`config.mk`:
```
export PLATFORM = sky130hd
export DESIGN_NAME = inst_fetch
export DESIGN_NICKNAME = d
export VERILOG_FILES = /design/src/rtl/inst_fetch.sv
export SDC_FILE = /design/constraint.sdc
export NUM_CORES = 1
export LEC_CHECK = 0
export CAP_MARGIN = 10
export CORE_AREA = 2 2 70 72
export DETAILED_ROUTE_END_ITERATION = 10
export DIE_AREA = 0 0 72 74
export PLACE_DENSITY = 0.86
export SYNTH_ARGS = -nofsm -noshare
export SYNTH_HDL_FRONTEND = slang
export SYNTH_SLANG_ARGS = --single-unit
```
`constraint.sdc`:
```
create_clock -name clk -period 3.45 [get_ports clk]
set_input_delay 0.69 -clock clk [delete_from_list [all_inputs] [get_ports clk]]
set_output_delay 0.69 -clock clk [all_outputs]
set_load 0.01 [all_outputs]
```
`src/rtl/inst_fetch.sv`:
```
// inst_fetch: PC owner, ROM driver and decoder-side instruction buffer.
// Define FETCH_SKID_EN for a 2-entry skid buffer (1 inst/cycle).
module inst_fetch #(
    parameter int              PC_W     = 8,
    parameter int              INST_W   = 9,
    parameter logic [PC_W-1:0] RESET_PC = '0
) (
    input  logic              clk,
    input  logic              rst_n,
    output logic              imem_en,
    output logic [PC_W-1:0]   imem_addr,
    input  logic [INST_W-1:0] imem_rdata,
    output logic [INST_W-1:0] inst,
    output logic [PC_W-1:0]   inst_pc,
    output logic              inst_valid,
    input  logic              inst_ready,
    input  logic              jump_en,
    input  logic [4:0]        jump_addr,
    input  logic              branch_en,
    input  logic [2:0]        branch_off,
    input  logic [PC_W-1:0]   branch_pc,
    input  logic              halt_req,
    output logic              halted
);

`ifdef FETCH_SKID_EN
    localparam int DEPTH = 2;
`else
    localparam int DEPTH = 1;
`endif
    localparam logic [0:0] LAST = 1'(DEPTH - 1);

    typedef enum logic [1:0] {
        S_RESET,
        S_RUN,
        S_HALTED
    } state_t;

    typedef struct packed {
        logic [INST_W-1:0] inst;
        logic [PC_W-1:0]   pc;
    } entry_t;

    state_t          state;
    logic [PC_W-1:0] pc;
    logic [PC_W-1:0] inflight_pc;
    logic [PC_W-1:0] target;
    logic            inflight;
    logic            redirect;
    logic            pop;
    logic            push;
    logic [1:0]      occ;
    logic [2:0]      fill;
    logic [0:0]      wr_ptr;
    logic [0:0]      rd_ptr;
    entry_t          mem [DEPTH];

    function automatic logic [0:0] nxt(input logic [0:0] p);
        return (p == LAST) ? 1'b0 : p + 1'b1;
    endfunction

    assign redirect   = jump_en | branch_en;
    assign pop        = inst_valid & inst_ready;
    assign push       = inflight & ~redirect;
    assign inst_valid = (occ != 2'd0);
    assign inst       = mem[rd_ptr].inst;
    assign inst_pc    = mem[rd_ptr].pc;
    assign imem_addr  = pc;

    // Slots committed next cycle: buffered plus in-flight, less the pop.
    assign fill = {1'b0, occ} + {2'b0, inflight} - {2'b0, pop};

    assign imem_en = (state == S_RUN) & ~redirect & ~halt_req
                   & (fill < 3'(DEPTH));

    always_comb begin
        target = pc;
        if (jump_en) begin
            target = {{(PC_W-5){1'b0}}, jump_addr};
        end else if (branch_en) begin
            target = branch_pc + PC_W'(1)
                   + {{(PC_W-3){branch_off[2]}}, branch_off};
        end
    end

    always_ff @(posedge clk or negedge rst_n) begin
        if (!rst_n) begin
            state  <= S_RESET;
            halted <= 1'b0;
        end else begin
            unique case (state)
                S_RESET: begin
                    state  <= S_RUN;
                    halted <= 1'b0;
                end
                S_RUN: begin
                    if (halt_req & ~redirect) begin
                        state  <= S_HALTED;
                        halted <= 1'b1;
                    end
                end
                S_HALTED: begin
                    if (redirect) begin
                        state  <= S_RUN;
                        halted <= 1'b0;
                    end
                end
                default: begin
                    state  <= S_RESET;
                    halted <= 1'b0;
                end
            endcase
        end
    end

    always_ff @(posedge clk or negedge rst_n) begin
        if (!rst_n) begin
            pc          <= RESET_PC;
            inflight    <= 1'b0;
            inflight_pc <= '0;
            occ         <= 2'd0;
            wr_ptr      <= 1'b0;
            rd_ptr      <= 1'b0;
            for (int i = 0; i < DEPTH; i++) begin
                mem[i] <= '0;
            end
        end else if (redirect) begin
            // Drop buffered and returning data; restart at target.
            pc       <= target;
            inflight <= 1'b0;
            occ      <= 2'd0;
            wr_ptr   <= 1'b0;
            rd_ptr   <= 1'b0;
        end else begin
            inflight <= imem_en;
            if (imem_en) begin
                pc          <= pc + PC_W'(1);
                inflight_pc <= pc;
            end
            if (push) begin
                mem[wr_ptr] <= '{inst: imem_rdata, pc: inflight_pc};
                wr_ptr      <= nxt(wr_ptr);
            end
            if (pop) begin
                rd_ptr <= nxt(rd_ptr);
            end
            occ <= occ + {1'b0, push} - {1'b0, pop};
        end
    end

endmodule
```
; ---- Yosys cells after proc, flatten, opt, wreduce, memory -nomap -nowiden
; Index checks and enable logic that the tools add are counted.
; W data, S select, Z words.
[word_totals]
elab_cells = 68
regBits = 41
inputBits = 31
out_inout_bits = 28
[op_classes]
addsub = 9
muxes = 21
eq_ne = 5
order_cmp = 4
bitwise = 9
reduce_logical = 10
[ops]
columns = op, n
row1 = $mux W17, 2
row2 = $mux W8, 4
row3 = $bwmux W17, 1
row4 = $add A8 B1 Y8 const B, 2
row5 = $mux W1, 9
row6 = $add A8 B8 Y8, 1
row7 = $reduce_and A2 Y1, 4
row8 = $reduce_bool A2 Y1, 4
row9 = $and A1 B1 Y1, 6
row10 = $mux W2, 3
row11 = $pmux W2 S3, 1
row12 = $add A2 B1 Y3, 1
row13 = $lt A3 B1 Y1 const B, 1
row14 = $ne A3 B3 Y1 const B, 1
row15 = $sub A3 B1 Y3, 1
row16 = $add A1 B1 Y1 const B, 2
row17 = $add A2 B1 Y2, 1
row18 = $eq A2 B1 Y1 const B, 1
row19 = $eq A2 B2 Y1 const B, 1
row20 = $logic_not A2 Y1, 1
row21 = $lt A1 B1 Y1 const B, 2
row22 = $ne A2 B1 Y1 const B, 1
row23 = $ne A2 B2 Y1 const B, 1
row24 = $not A1 Y1, 2
row25 = 5 further kinds, 5

; ---- Depth between registers and ports, before layout
[depth]
depth_word = 7
ltp_mapped = 15
mapped_depth_nobuf = 15

; ---- Worst setup path after synthesis
; No wires, ideal clock.
[synth_timing]
path_kind = input -> output
startpoint = in inst_ready
endpoint = out imem_en
n_path_buf = 1
arrival_time_ps = 2518
required_time_ps = 2760
slack_ps = 242
path_stages = 10
path_cell_list = and2_1 -> ha_1 -> inv_1 -> ha_1 -> inv_1 -> fa_1 -> nor4b_1 -> nand3_1 -> inv_2 -> buf_2
[synth_via]
elab_chain_len = 4
[synth_rtl]
columns = element, line_no
row1 = start: declaration, 16  ; input logic inst_ready,
row2 = $and A1 B1 Y1, 63  ; assign pop = inst_valid & inst_ready;
row3 = $sub A3 B1 Y3, 71  ; assign fill = {1'b0, occ} + {2'b0, inflight} - {2'b0, pop};
row4 = $lt A3 B1 Y1, 74  ; & (fill < 3'(DEPTH));
row5 = $and A1 B1 Y1, 74
row6 = end: declaration, 10  ; output logic imem_en,
; Every way passes these cells.

; ---- Worst setup path in the final report
[layout_timing]
startpoint = reg occ[1]
endpoint = out imem_en
[layout_via]
elab_chain_len = 5
word_cells_on_any_way = 6
classes_between = 2 x add/sub / 1 x order compare / 2 x bitwise / 1 x reduce/logical
[layout_rtl]
columns = element, line_no
row1 = start: declaration, 52  ; logic [1:0] occ;
row2 = start signal: assignment, 147  ; occ <= occ + {1'b0, push} - {1'b0, pop};
row3 = "parallel branches: the longest is 2 deep, another holds $add A2 B1 Y3", -
row4 = $sub A3 B1 Y3 (*), 71
row5 = $lt A3 B1 Y1 (*), 74
row6 = $and A1 B1 Y1 (*), 74
; Mark *: on every way between the ends.

==> run metrics <==
area of the core=approximately 4600 sq um; drt pass-1 iters=4; crit path max-delay cell type=fa_1; Die Outline Area=~5300 sq um; result of the run=completed; initial antenna violation count=0; DP Area=~2700 sq um; vertical die dimension=~74 um; switching pwr=about 0.37 mW; Placed Cells=317; detailed-route DRC error count=0; proportion of synthesized flip-flops having asynchronous set or reset=100%; Worst Path Class, Setup=register to primary output; fraction of the yosys area taken by sequential cells=between 40 and 50%; max-capacitance violation count=0; kind of capture point of the worst setup path=primary output; post-layout net count=roughly 320; fin crit share=a little over nine tenths; clock network latency to the later pin of the worst-skew pair=~290 ps; worst r2r path cells=18; gr ovfl total=0; maximum clock frequency=about 0.30 GHz; total power divided by cell area=between 400 and 500 nW/um^2; fill cell count=about 370; cell-by-cell trace of the critical path=inv_1 > nand2_1 > and2_4 > ha_4 > inv_4 > ha_4 > inv_2 > fa_1 > nor4b_4 > nand3_2 > buf_6 > inv_4 > buf_6; count of endpoints failing hold in the final timing report=0; FF/Latch Area=951 sq um; critical path peak fanout=2; Worst Skew=between 2 and 3 ps; top flip-flop cell by instance count after synthesis=dfrtp_1; number of pins exceeding their max-slew limit in the final report=0; # clock sinks=38; total of warnings raised by yosys=0; final HPWL from detailed placement=~3100 um; CTS tree=built; Total Power Consumption=approximately 1.4 mW; number of vias in the routed layout=~1700; count of buffer and inverter cells on the critical path=6; worst hold slack across all endpoints=475 ps; synthesized area divided by synthesized cell count=a little over 10 sq um; input/output buffers=58; gate family responsible for the most delay along the worst path=adder cells; post-synthesis cell count=slightly above 200; synth-to-layout area growth=45.5%; multi-input gate area in the final layout=~1100 sq um; via count of the first global-routing pass=between 1500 and 2000; number of antenna-violating nets in the routed design=0; post-detailed-route via-to-cell ratio=approximately 5.2; Clock Path Buffers=2; arrival time reported for the critical path endpoint=about 2600 ps; number of antenna diodes=0; Data required, critical path=2760 ps; number of register bits inferred by synthesis=38; maximum level of the CTS H-tree=2; 1st-iter DRT viols=roughly 110; clock-pin slew on the worst setup and hold paths=around 80 ps; Slew HR=a little over two fifths; Unique masters post-synth=40; routed length per instance=13.1 um; CTS Buf Count=5; type of element launching the critical path=register; worst stage delay on the critical path=about 500 ps; clock share of power=between 30% and 40%; overall routed net length=between 4000 and 5000 um; Flop pwr share=between 40% and 50%; Clock Root Buffer=clkbuf_8; Combinational Power Share=26.6%; transition time at the pin with the least slew margin=842 ps; Horiz. Die Dim=72 um; switch share=between 20% and 30%; Final Util=between 60% and 70%; setup repair after global routing missed its margin=no; count of endpoints failing setup in the final report=0; Syn Std Cell Area=2050 sq um; post-layout instance count excluding filler cells=roughly 330; largest net degree at the start of global routing=39; most frequent cells in the layout=55 x clkdlybuf4s50_1, 38 x dfrtp_1, 34 x nand2_1, 17 x mux2_1; instance count along the most critical hold path=2; most common cell after layout, fill and taps aside=clkdlybuf4s50_1; P_leak=roughly 1.4 nW; number of primary I/O pins=59; fraction of final layout cells with drive strength greater than 1=between 10% and 20%; number of flops mapped to enable cells by yosys=0; number of cell rows=25; cell internal pwr=1.07 mW; min cycle time layout=3280 ps; initial cell density of the core=44.7%; total global routing track utilization=17.1%; global-route wire length before repair=slightly above 7000 um; total number of cells along the worst setup path=13; Net Count, Synth=approximately 250; IR Drop Worst-Case VDD=about 0.00019 V; final weighted congestion in routability-driven placement=roughly 0.78; area of all placed cells without fillers=between 2000 and 3000 sq um; Tightest Hold Check Type=register to register
## synth_stat cells, drive strengths merged, types with 2 or more instances
cell type	number	area share, %
a21o	2	0.73
a21oi	8	1.9
a32oi	3	1.3
and2	3	0.91
buf	3	0.73
clkbuf	3	0.55
dfrtp	38	46
fa	2	1.9
ha	12	7.3
inv	14	2.6
mux2	18	9.9
nand2	35	6.4
nand3	7	1.7
nor2	12	2.2
nor2b	2	0.97
nor3	4	0.97
o21a	4	1.5
o21ai	10	2.4
or2	2	0.61
xnor2	6	2.6
xor2	2	0.85
## routing by layer
layer / share of wire (%) / wire (um) / global-route usage, % / up-vias
met5: 0 / 0 / 0 / -
met4: 1.5 / 64 / 7.13 / 0
met3: 7.1 / 308 / 4.47 / 6
met2: 47 / 2060 / 28.8 / 66
met1: 44 / 1920 / 21.0 / 811
li1: - / - / - / 849
## state kept, by name, summed over array words and instances (netlist names)
name         count
imem_addr        8
mem             17
state            2
inflight         1
inflight_pc      8
occ              2
## power groups by stage
stage                     Sequential [mW]  Clock [mW]  Combinational, mW
after floorplan                     0.614           0              0.139
after global placement              0.588           0              0.360
after detailed placement            0.594           0              0.369
after CTS                           0.584       0.479              0.377
after global routing                0.595       0.489              0.417
final                               0.584       0.468              0.381
## kinds of logic after synthesis
kind of cell	after synthesis	share of synthesized area [%]
buf+inv	20	3.84
fa+ha+maj	14	9.26
simple gates	70	15.8
xor+xnor	8	3.41
flops	38	46.3
compound gates	36	11.6
mux	18	9.87
## worst paths after layout
kind	startpoint	end	slack (ps)
max	occ[1]$_DFF_PN0_	imem_en	170
min	inflight_pc[5]$_DFFE_PN0P_	inflight_pc[5]$_DFFE_PN0P_	470
max reg2reg	occ[1]$_DFF_PN0_	imem_addr[3]$_DFFE_PN0P_	220
min reg2reg	inflight_pc[5]$_DFFE_PN0P_	inflight_pc[5]$_DFFE_PN0P_	470
max in group asynchronous	rst_n	mem[15]$_DFFE_PN0P_	2420
min in group asynchronous	rst_n	mem[8]$_DFFE_PN0P_	500
## through the flow
| stage | setup WS [ps] | TNS [ps] |
|---|---|---|
| 6_report | 171 | 0 |
| 5_1_grt | 46.7 | 0 |
| 4_1_cts | 4.79 | 0 |
| 3_5_place_dp | -569 | -690 |
| 3_3_place_gp | -424 | -424 |
| 2_1_floorplan | 242 | 0 |
## final cells by class
cell class,instances,area share (%)
inverters,14,1.93
repair buffers,71,22.8
clock inverters,2,2.01
clock buffers,6,2.76
flip-flops and latches,38,31.8
well taps,54,2.26
multi-input cells,146,36.5
## repair_timing
item                       CTS  global route
resized for setup           13             9
setup endpoints to repair    1             5
buffers inserted             6             2
hold buffers                 0             0
pin swaps                    1             3
cloned                       0             0
## worst reg2reg max path, delay by kind of cell (launching register included)
kind                     cells  cell delay (ps)
buffers and inverters        8              880
adder cells (fa/ha/maj)      3              860
AND/OR/NAND/NOR              5              690
flip-flops                   1              390
AO/OA/AOI/OAI                2              340
Note: power is estimated with default switching activity, not from simulation.
